<file path="src/rtl/shapool_host_link.sv">
// Host-side serial link for one shapool device: shifts daisy and job words in,
// releases the device, waits for its success/done flag and reads the nonce back.
module shapool_host_link #(
  parameter int CLK_DIV     = 2,
  parameter int DAISY_BITS  = 8,
  parameter int JOB_BITS    = 360,
  parameter int RESULT_BITS = 32
) (
  input  logic                   clk,
  input  logic                   reset,
  input  logic                   start,
  input  logic                   abort,
  input  logic [DAISY_BITS-1:0]  daisy_data,
  input  logic [JOB_BITS-1:0]    job_data,
  output logic                   busy,
  output logic                   done,
  output logic                   found,
  output logic [RESULT_BITS-1:0] result,
  output logic                   result_valid,
  output logic                   dev_reset,
  output logic                   dev_daisy_sel,
  output logic                   dev_data_clk,
  output logic                   dev_data_in,
  input  logic                   dev_data_out,
  input  logic                   dev_success,
  input  logic                   dev_done
);

  localparam int DW = (2 * CLK_DIV > 1) ? $clog2(2 * CLK_DIV) : 1;
  localparam int BW = $clog2(JOB_BITS + 1);
  localparam logic [DW-1:0] DIV_LAST   = DW'(2 * CLK_DIV - 1);
  localparam logic [DW-1:0] DIV_HIGH   = DW'(CLK_DIV);
  localparam logic [DW-1:0] DIV_SAMPLE = DW'(CLK_DIV - 1);

  typedef enum logic [2:0] {
    IDLE   = 3'd0,
    DAISY  = 3'd1,
    JOB    = 3'd2,
    RUN    = 3'd3,
    READ   = 3'd4,
    FINISH = 3'd5
  } state_t;

  state_t                 state, state_nx;
  logic [DW-1:0]          div, div_nx;
  logic [BW-1:0]          bcnt, bcnt_nx;
  logic [DAISY_BITS-1:0]  daisy_sr, daisy_sr_nx;
  logic [JOB_BITS-1:0]    job_sr, job_sr_nx;
  logic [RESULT_BITS-1:0] result_sr, result_sr_nx, result_nx;
  logic                   result_valid_nx, found_nx;
  logic                   succ_meta, succ_sync, fin_meta, fin_sync;
  logic                   slot_end;
  logic                   busy_nx, done_nx, dev_reset_nx, dev_daisy_sel_nx;
  logic                   dev_data_clk_nx, dev_data_in_nx;

  assign slot_end = (div == DIV_LAST);

  // Device flags cross in through two flops each
  always_ff @(posedge clk or negedge reset) begin
    if (!reset) begin
      succ_meta <= 1'b0;
      succ_sync <= 1'b0;
      fin_meta  <= 1'b0;
      fin_sync  <= 1'b0;
    end else begin
      succ_meta <= dev_success;
      succ_sync <= succ_meta;
      fin_meta  <= dev_done;
      fin_sync  <= fin_meta;
    end
  end

  // Next-state, datapath and next-output decode
  always_comb begin
    state_nx        = state;
    div_nx          = div;
    bcnt_nx         = bcnt;
    daisy_sr_nx     = daisy_sr;
    job_sr_nx       = job_sr;
    result_sr_nx    = result_sr;
    result_nx       = result;
    result_valid_nx = result_valid;
    found_nx        = found;
    case (state)
      IDLE: begin
        if (start) begin
          daisy_sr_nx     = daisy_data;
          job_sr_nx       = job_data;
          result_valid_nx = 1'b0;
          div_nx          = {DW{1'b0}};
          bcnt_nx         = BW'(DAISY_BITS - 1);
          state_nx        = DAISY;
        end else begin
          div_nx = {DW{1'b0}};
        end
      end
      DAISY: begin
        div_nx = slot_end ? {DW{1'b0}} : div + {{(DW-1){1'b0}}, 1'b1};
        if (slot_end) begin
          daisy_sr_nx = daisy_sr >> 1;
          if (bcnt == {BW{1'b0}}) begin
            bcnt_nx  = BW'(JOB_BITS - 1);
            state_nx = JOB;
          end else begin
            bcnt_nx = bcnt - {{(BW-1){1'b0}}, 1'b1};
          end
        end else begin
          bcnt_nx = bcnt;
        end
      end
      JOB: begin
        div_nx = slot_end ? {DW{1'b0}} : div + {{(DW-1){1'b0}}, 1'b1};
        if (slot_end) begin
          job_sr_nx = job_sr >> 1;
          if (bcnt == {BW{1'b0}}) begin
            state_nx = RUN;
          end else begin
            bcnt_nx = bcnt - {{(BW-1){1'b0}}, 1'b1};
          end
        end else begin
          bcnt_nx = bcnt;
        end
      end
      RUN: begin
        // Success takes priority over pool exhaustion
        if (succ_sync) begin
          div_nx   = {DW{1'b0}};
          bcnt_nx  = BW'(RESULT_BITS - 1);
          state_nx = READ;
        end else if (fin_sync) begin
          found_nx        = 1'b0;
          result_valid_nx = 1'b0;
          state_nx        = FINISH;
        end else begin
          div_nx = {DW{1'b0}};
        end
      end
      READ: begin
        div_nx = slot_end ? {DW{1'b0}} : div + {{(DW-1){1'b0}}, 1'b1};
        if (div == DIV_SAMPLE) begin
          result_sr_nx = {dev_data_out, result_sr[RESULT_BITS-1:1]};
        end else begin
          result_sr_nx = result_sr;
        end
        if (slot_end) begin
          if (bcnt == {BW{1'b0}}) begin
            result_nx       = result_sr;
            found_nx        = 1'b1;
            result_valid_nx = 1'b1;
            state_nx        = FINISH;
          end else begin
            bcnt_nx = bcnt - {{(BW-1){1'b0}}, 1'b1};
          end
        end else begin
          bcnt_nx = bcnt;
        end
      end
      FINISH: begin
        state_nx = IDLE;
      end
      default: begin
        state_nx = IDLE;
      end
    endcase

    if (abort) begin
      state_nx        = IDLE;
      div_nx          = {DW{1'b0}};
      bcnt_nx         = {BW{1'b0}};
      result_nx       = result;
      result_valid_nx = result_valid;
      found_nx        = found;
    end else begin
      bcnt_nx = bcnt_nx;
    end

    busy_nx          = (state_nx != IDLE);
    done_nx          = (state_nx == FINISH);
    dev_reset_nx     = !((state_nx == RUN) || (state_nx == READ) || (state_nx == FINISH));
    dev_daisy_sel_nx = (state_nx == DAISY);
    dev_data_clk_nx  = ((state_nx == DAISY) || (state_nx == JOB) || (state_nx == READ))
                       && (div_nx >= DIV_HIGH);
    case (state_nx)
      DAISY:   dev_data_in_nx = daisy_sr_nx[0];
      JOB:     dev_data_in_nx = job_sr_nx[0];
      default: dev_data_in_nx = 1'b0;
    endcase
  end

  // State, datapath and registered outputs
  always_ff @(posedge clk or negedge reset) begin
    if (!reset) begin
      state         <= IDLE;
      div           <= {DW{1'b0}};
      bcnt          <= {BW{1'b0}};
      daisy_sr      <= {DAISY_BITS{1'b0}};
      job_sr        <= {JOB_BITS{1'b0}};
      result_sr     <= {RESULT_BITS{1'b0}};
      result        <= {RESULT_BITS{1'b0}};
      result_valid  <= 1'b0;
      found         <= 1'b0;
      busy          <= 1'b0;
      done          <= 1'b0;
      dev_reset     <= 1'b1;
      dev_daisy_sel <= 1'b0;
      dev_data_clk  <= 1'b0;
      dev_data_in   <= 1'b0;
    end else begin
      state         <= state_nx;
      div           <= div_nx;
      bcnt          <= bcnt_nx;
      daisy_sr      <= daisy_sr_nx;
      job_sr        <= job_sr_nx;
      result_sr     <= result_sr_nx;
      result        <= result_nx;
      result_valid  <= result_valid_nx;
      found         <= found_nx;
      busy          <= busy_nx;
      done          <= done_nx;
      dev_reset     <= dev_reset_nx;
      dev_daisy_sel <= dev_daisy_sel_nx;
      dev_data_clk  <= dev_data_clk_nx;
      dev_data_in   <= dev_data_in_nx;
    end
  end

endmodule
</file>
<file path="config.mk">
export PLATFORM = sky130hd
export DESIGN_NAME = shapool_host_link
export DESIGN_NICKNAME = d
export VERILOG_FILES = /design/src/rtl/shapool_host_link.sv
export SDC_FILE = /design/constraint.sdc
export NUM_CORES = 1
export LEC_CHECK = 0
export CORE_MARGIN = 2
export CORE_UTILIZATION = 53
export CTS_BUF_LIST = sky130_fd_sc_hd__clkbuf_8
export DETAILED_ROUTE_END_ITERATION = 6
export PLACE_DENSITY_LB_ADDON = 0.25
export SLEW_MARGIN = 25
export SYNTH_ARGS = -nofsm -noshare
export SYNTH_HDL_FRONTEND = slang
export SYNTH_SLANG_ARGS = --single-unit
</file>
<file path="constraint.sdc">
create_clock -name clk -period 2.3 [get_ports clk]
set_input_delay 0.46 -clock clk [delete_from_list [all_inputs] [get_ports clk]]
set_output_delay 0.46 -clock clk [all_outputs]
set_load 0.02 [all_outputs]
</file>
* After elaboration in Yosys (flattened, before gate mapping)
Index checks and enable logic that the tools add are counted.
** Word-level totals
- Bits in read-only memories :: 0
- Word-level logic and storage cells :: 109
- Bits in writable memories :: 0
- Output and inout bits :: 40
- Latch bits :: 0
- Memories :: 0
- Register bits :: 458
** Operators by class
- Order comparisons :: 1
- Bitwise logic cells :: 1
- Muxes and demuxes :: 38
- Shifts and indexed selects :: 0
- Reductions and logical operators :: 23
- Multipliers :: 0
- Div/mod/pow operators :: 0
- Eq/ne operators :: 23
- Add/subtract/negate cells :: 2
** Operators by type and width (number)
- 360-bit 2-to-1 mux :: 2
- 360-bit case mux with 2 select lines :: 1
- 9-bit 2-to-1 mux :: 7
- 9-bit case mux with 4 select lines :: 1
- 3-bit 2-to-1 mux :: 10
- 8-bit 2-to-1 mux :: 2
- 8-bit case mux with 2 select lines :: 1
- 3-bit case mux with 5 select lines :: 1
- 2-bit != test, second input constant :: 7
- 3-bit by 2-bit == test with 1-bit output, second input constant :: 4
- 3-bit != test, second input constant :: 4
- 6-bit AND reduction :: 2
- 3-bit == test, second input constant :: 3
- 9-bit logical NOT :: 1
- 9-bit by 1-bit subtractor with 9-bit output, second input constant :: 1
- 2-bit 2-to-1 mux :: 4
- 7-bit AND reduction :: 1
- 3-bit by 1-bit == test with 1-bit output, second input constant :: 2
- 2-bit case mux with 3 select lines :: 1
- 3-bit AND reduction :: 2
- 2-bit nonzero test :: 3
- 3-bit nonzero test :: 2
- 1-bit 2-to-1 mux :: 5
- 5-bit nonzero test :: 1
- other kinds (16) :: 20

* Longest topological paths before layout
Gate-level depths: netlist of the first run.
- Depth after elaboration :: 9
- Depth in mapped cells :: 8
- Gate-level depth less buffers :: 7

* Worst setup path after synthesis of the first run
Ideal clock, no wire load.
- Path type :: register -> register
- From :: register bcnt[0]
- To :: register result[25]
- Cell stages (with the launch flop) :: 9
- Data arrival time :: 1894 ps
- Data required time :: 2172 ps
- Path buffers :: 2
- Slack :: 278 ps
- Cell sequence :: dfrtp_1 inv_1 ha_1 nor4b_2 and2_1 buf_4 nand3_4 buf_2 mux2_1
** On the way
- Word-level cells in the longest chain between the ends :: 2
** Ends and longest elaborated chain
- start, declared :: RTL line 46 : logic [BW-1:0] bcnt, bcnt_nx;
- start signal, assigned :: RTL line 195 : bcnt <= {BW{1'b0}};
- start signal, assigned :: RTL line 211 : bcnt <= bcnt_nx;
- 9-bit logical NOT :: RTL line 146 : if (bcnt == {BW{1'b0}}) begin
- 4-bit AND reduction (no source line)
- end signal, assigned :: RTL line 199 : result <= {RESULT_BITS{1'b0}};
- end signal, assigned :: RTL line 215 : result <= result_nx;
- end, declared :: RTL line 18 : output logic [RESULT_BITS-1:0] result,
Every way passes these cells.
A chain may end at the register's enable or synchronous reset.

* Final worst setup path of the first run
- From :: register dev_reset
- To :: output port dev_reset
** RTL lines
- start, declared :: RTL line 20 : output logic dev_reset,
- start signal, assigned :: RTL line 220 : dev_reset <= dev_reset_nx;
No word-level cell between the ends.

==> out/metrics.csv, run 1 <==
stage,metric,value,unit
power,sequential share of power,49.2,%
floorplanning,core area,0.0357,sq mm
yosys,Ys Warns,0,
yosys,post-synth cell types,60,
floorplanning,Initial Utilization,54.0,%
clocking,CTS buffer count,75,
timing,min setup slack post-route,0.0910,ns
worst_setup_path,CP Data Arrival Time,1.75,ns
route,initial drt markers,1138,
worst_setup_path,family with the most delay on the worst path,buffers and inverters,
placement,Place WS,-0.0179,ns
route,Via density,5.63,
placement,IO Port Bufs,414,
power,worst vdd ir,0.000504,V
worst_setup_path,Required @ worst endpoint,1.84,ns
finish,final net count,2698,
worst_setup_path,startpoint types,register,
clocking,"Clk Latency, worst-skew pair",0.62,ns
grt,vias in the first global route,16133,
timing,Tcrit/Tclk final,96.0,%
timing,Final setup viols,0,
power,PwrDens,768,mW/mm^2
route,first-pass detailed-route iteration total,6,
worst_setup_path,"Slowest-stage cell, CP",clkdlybuf4s50_1,
timing,minimum clock period,2.21,ns
timing,Slew headroom,59.1,%
grt,first-pass GRT wire length,83.8,mm
grt,largest net degree at the start of global routing,127,
grt,total congestion overflow,0,
placement,HPWL after DPL,35.1,mm
worst_setup_path,CP startpoint,dev_reset$_DFF_PN1_,
worst_setup_path,Worst path max stage delay,0.62,ns
timing,Setup TNS,0,ns
yosys,Post-Synthesis Cells,1904,
floorplanning,die area,0.0379,sq mm
yosys,cell area after synthesis,0.0193,sq mm
worst_setup_path,worst path bufs/invs,1,
power,switch share,26.4,%
status,status,"finished, final reports clean",
clocking,clock root cell,clkbuf_8,
yosys,"Seq/Total Area, Yosys",59.5,%
timing,Setup Skew,0.0185,ns
power,P_sw,5.24,mW
worst_setup_path,CP Cell Sequence,clkdlybuf4s50_1,
worst_setup_path,CP Capture Point,dev_reset,
power,internal power,14.6,mW
placement,routability congestion estimate from global placement,0.835,
job,maxcap violations,0,
power,clock share of power,36.7,%
worst_setup_path,worst r2r src,state[2]$_DFF_PN0_,
finish,final core area utilization,72.6,%
power,LEAKAGE,12.4,nW
floorplanning,die width,195,um
power,Gate power share,14.1,%
yosys,Post-Syn Nets,2283,
clocking,H-tree levels,3,
worst_setup_path,reg2reg setup slack,0.12,ns
worst_setup_path,Worst path depth,1,
yosys,syn_area_per_cell,10.1,sq um
route,wire per inst,18.3,um
route,Final ANT Viol Nets,0,
timing,Least-Margin Pin Slew,0.614,ns
yosys,ys flop type,dfrtp_1,
route,Post-Route WL,52.1,mm
clocking,TritonCTS Sinks,458,
worst_setup_path,critical path capture point type,primary output,
clocking,"Clk pin slew, worst setup/hold paths",0.06,ns
grt,Total GRT Usage,27.5,%
timing,"Slew Viols, Final",0,
worst_setup_path,R2R depth,5,
min_path,HP Class,in -> reg,
clocking,Max Buffers Root-to-Sink,3,
route,DRC,0,
worst_setup_path,worst r2r dst,dev_data_clk$_DFF_PN0_,
clocking,TritonCTS clock tree,done,
finish,layout cells sized above 1,10.7,%
yosys,fraction of registers with async set or reset after synthesis,100,%
floorplanning,io pins,415,
worst_setup_path,Crit Path Class,reg -> out,
timing,Final Hold Viols,0,
floorplanning,Die Ht,195,um
timing,Fmax,0.453,GHz
route,vias,16029,
timing,RSZ-0062 raised after global routing,no,
yosys,#FFs+latches synth,458,
grt,initial antenna violation count,10,
yosys,number of enable flip-flop cells after synthesis,0,
worst_setup_path,Crit Path Max Fanout,1,
floorplanning,FP Rows,69,
finish,Area Overhead vs Synth,34.4,%
-- final cells by class --
cell class / count / area [sq um]
clock buffer: 101 / 1390
clock inverter: 33 / 183
timing repair buffer: 479 / 4990
tap: 461 / 577
multi-input combinational: 1290 / 7200
sequential: 458 / 11500
antenna: 9 / 22.5
inverter: 15 / 56.3
fill: 2488 / 9780
-- Yosys cell counts (3+ instances only) --
master    instances  area, sq um
nor2b_1           5         31.3
nand3_1           7         35.0
a21oi_1          15         75.1
nand2b_1          4         25.0
or3_1             3         18.8
dfrtp_1         457        11400
a31oi_1           4         25.0
buf_1             7         26.3
a222oi_1          6         60.1
o21ai_0          14         70.1
a211oi_1          3         22.5
inv_1            15         56.3
buf_6             3         33.8
ha_1              4         50.1
mux2_1            5         56.3
o31ai_1           5         37.5
clkbuf_1         91          342
a22oi_1         360         2700
mux2_2           59          664
nor2_1           16         60.1
nand2_1         730         2740
buf_2            38          190
a21o_1            3         22.5
-- how the worst min path moves through the flow --
stage | slack [ns] | startpoint | cells after the start | end
6_report | 0.29 | dev_success | 1 | succ_meta$_DFF_PN0_
5_1_grt | 0.27 | dev_success | 1 | succ_meta$_DFF_PN0_
4_1_cts | 0.24 | dev_success | 1 | succ_meta$_DFF_PN0_
3_5_place_dp | 0.34 | succ_meta$_DFF_PN0_ | 0 | succ_sync$_DFF_PN0_
3_3_place_gp | 0.33 | fin_meta$_DFF_PN0_ | 0 | fin_sync$_DFF_PN0_
2_1_floorplan | 0.16 | reset | 0 | bcnt[0]$_DFFE_PN0P_
-- routing by layer --
metal | vias to the layer above | GRT usage (%) | share of wire, %
li1 | 7455 | - | -
met1 | 7829 | 35.5 | 40
met2 | 628 | 44.2 | 49
met3 | 115 | 7.25 | 7.5
met4 | 2 | 12.1 | 3.5
met5 | - | 0 | 0.031
-- layout by cell type, fill, tap and decap left out, types with 4 or more instances in the layout --
cell type        Yosys  final
a21oi_1             15     15
a222oi_1             6      6
a22oi_1            360    360
a31oi_1              4      4
buf_12               0     28
buf_4                1     36
clkbuf_8             0    101
clkdlybuf4s50_1      0    413
clkinv_2             0      5
dfrtp_1            457    456
diode_2              0      9
inv_1               15     41
mux2_1               5      5
mux2_2              59     59
nand2_1            730    730
nand2b_1             4      4
nand3_1              7      7
nor2_1              16     15
nor2b_1              5      5
o21ai_0             14     13
o31ai_1              5      5
-- registers in the layout (all words and copies together), names as in the netlist --
register       flops
job_sr           360
found              1
dev_data_clk       1
result_sr         32
dev_daisy_sel      1
bcnt               9
dev_data_in        1
daisy_sr           8
busy               1
fin_meta           1
fin_sync           1
dev_reset          1
succ_sync          1
state              3
result            32
div                2
result_valid       1
done               1
succ_meta          1
-- power groups by stage --
stage / sequential (mW) / clock [mW] / combinational, mW
2_1_floorplan: 9.70 / 0 / 1.49
3_3_place_gp: 9.84 / 0 / 2.67
3_5_place_dp: 9.88 / 0 / 2.78
4_1_cts: 9.76 / 7.46 / 2.80
5_1_grt: 9.89 / 7.83 / 3.15
6_report: 9.78 / 7.30 / 2.80
-- stage by stage --
| stage | area (sq um) | power [mW] | hold WS (ns) | std cells |
|---|---|---|---|---|
| floorplan | 19300 | 11.2 | 0.164 | 1904 |
| CTS | 25800 | 20.0 | 0.245 | 2835 |
| global route | 25900 | 20.9 | 0.267 | 2844 |
| global placement | 24200 | 12.5 | 0.333 | 2700 |
| finish | 25900 | 19.9 | 0.286 | 2846 |
| detailed placement | 24200 | 12.7 | 0.339 | 2700 |
-- cells by family (layout without fill, tap and decap cells) --
group / Yosys count / count (layout) / synth area share [%]
and+or+nand+nor: 789 / 789 / 16.2
DFF: 458 / 458 / 59.5
AOI/OAI and AO/OA: 432 / 432 / 16.7
buffers and inverters: 156 / 628 / 3.43
muxes: 65 / 65 / 3.80
adders and majority gates: 4 / 4 / 0.260
other: 0 / 9 / 0
-- repair_timing --
action / in CTS / in global routing
setup endpoints to repair: 12 / 142
endpoints found under the hold margin: 42 / 0
pin swaps: 1 / 1
gates resized for setup: 1 / 7
hold buffers: 1 / 0
buffers inserted: 0 / 2
No activity file was read; power rests on OpenSTA's default activity.
==> run 2: changes to the inputs <==
--- a/config.mk
+++ b/config.mk
@@ -9,6 +9,7 @@
 export CORE_UTILIZATION = 53
 export CTS_BUF_LIST = sky130_fd_sc_hd__clkbuf_8
 export DETAILED_ROUTE_END_ITERATION = 6
+export HOLD_SLACK_MARGIN = 0.08
 export PLACE_DENSITY_LB_ADDON = 0.25
 export SLEW_MARGIN = 25
 export SYNTH_ARGS = -nofsm -noshare
==> results of run 2 <==
The final DEF is identical to that of run 1; final timing and power are the same.
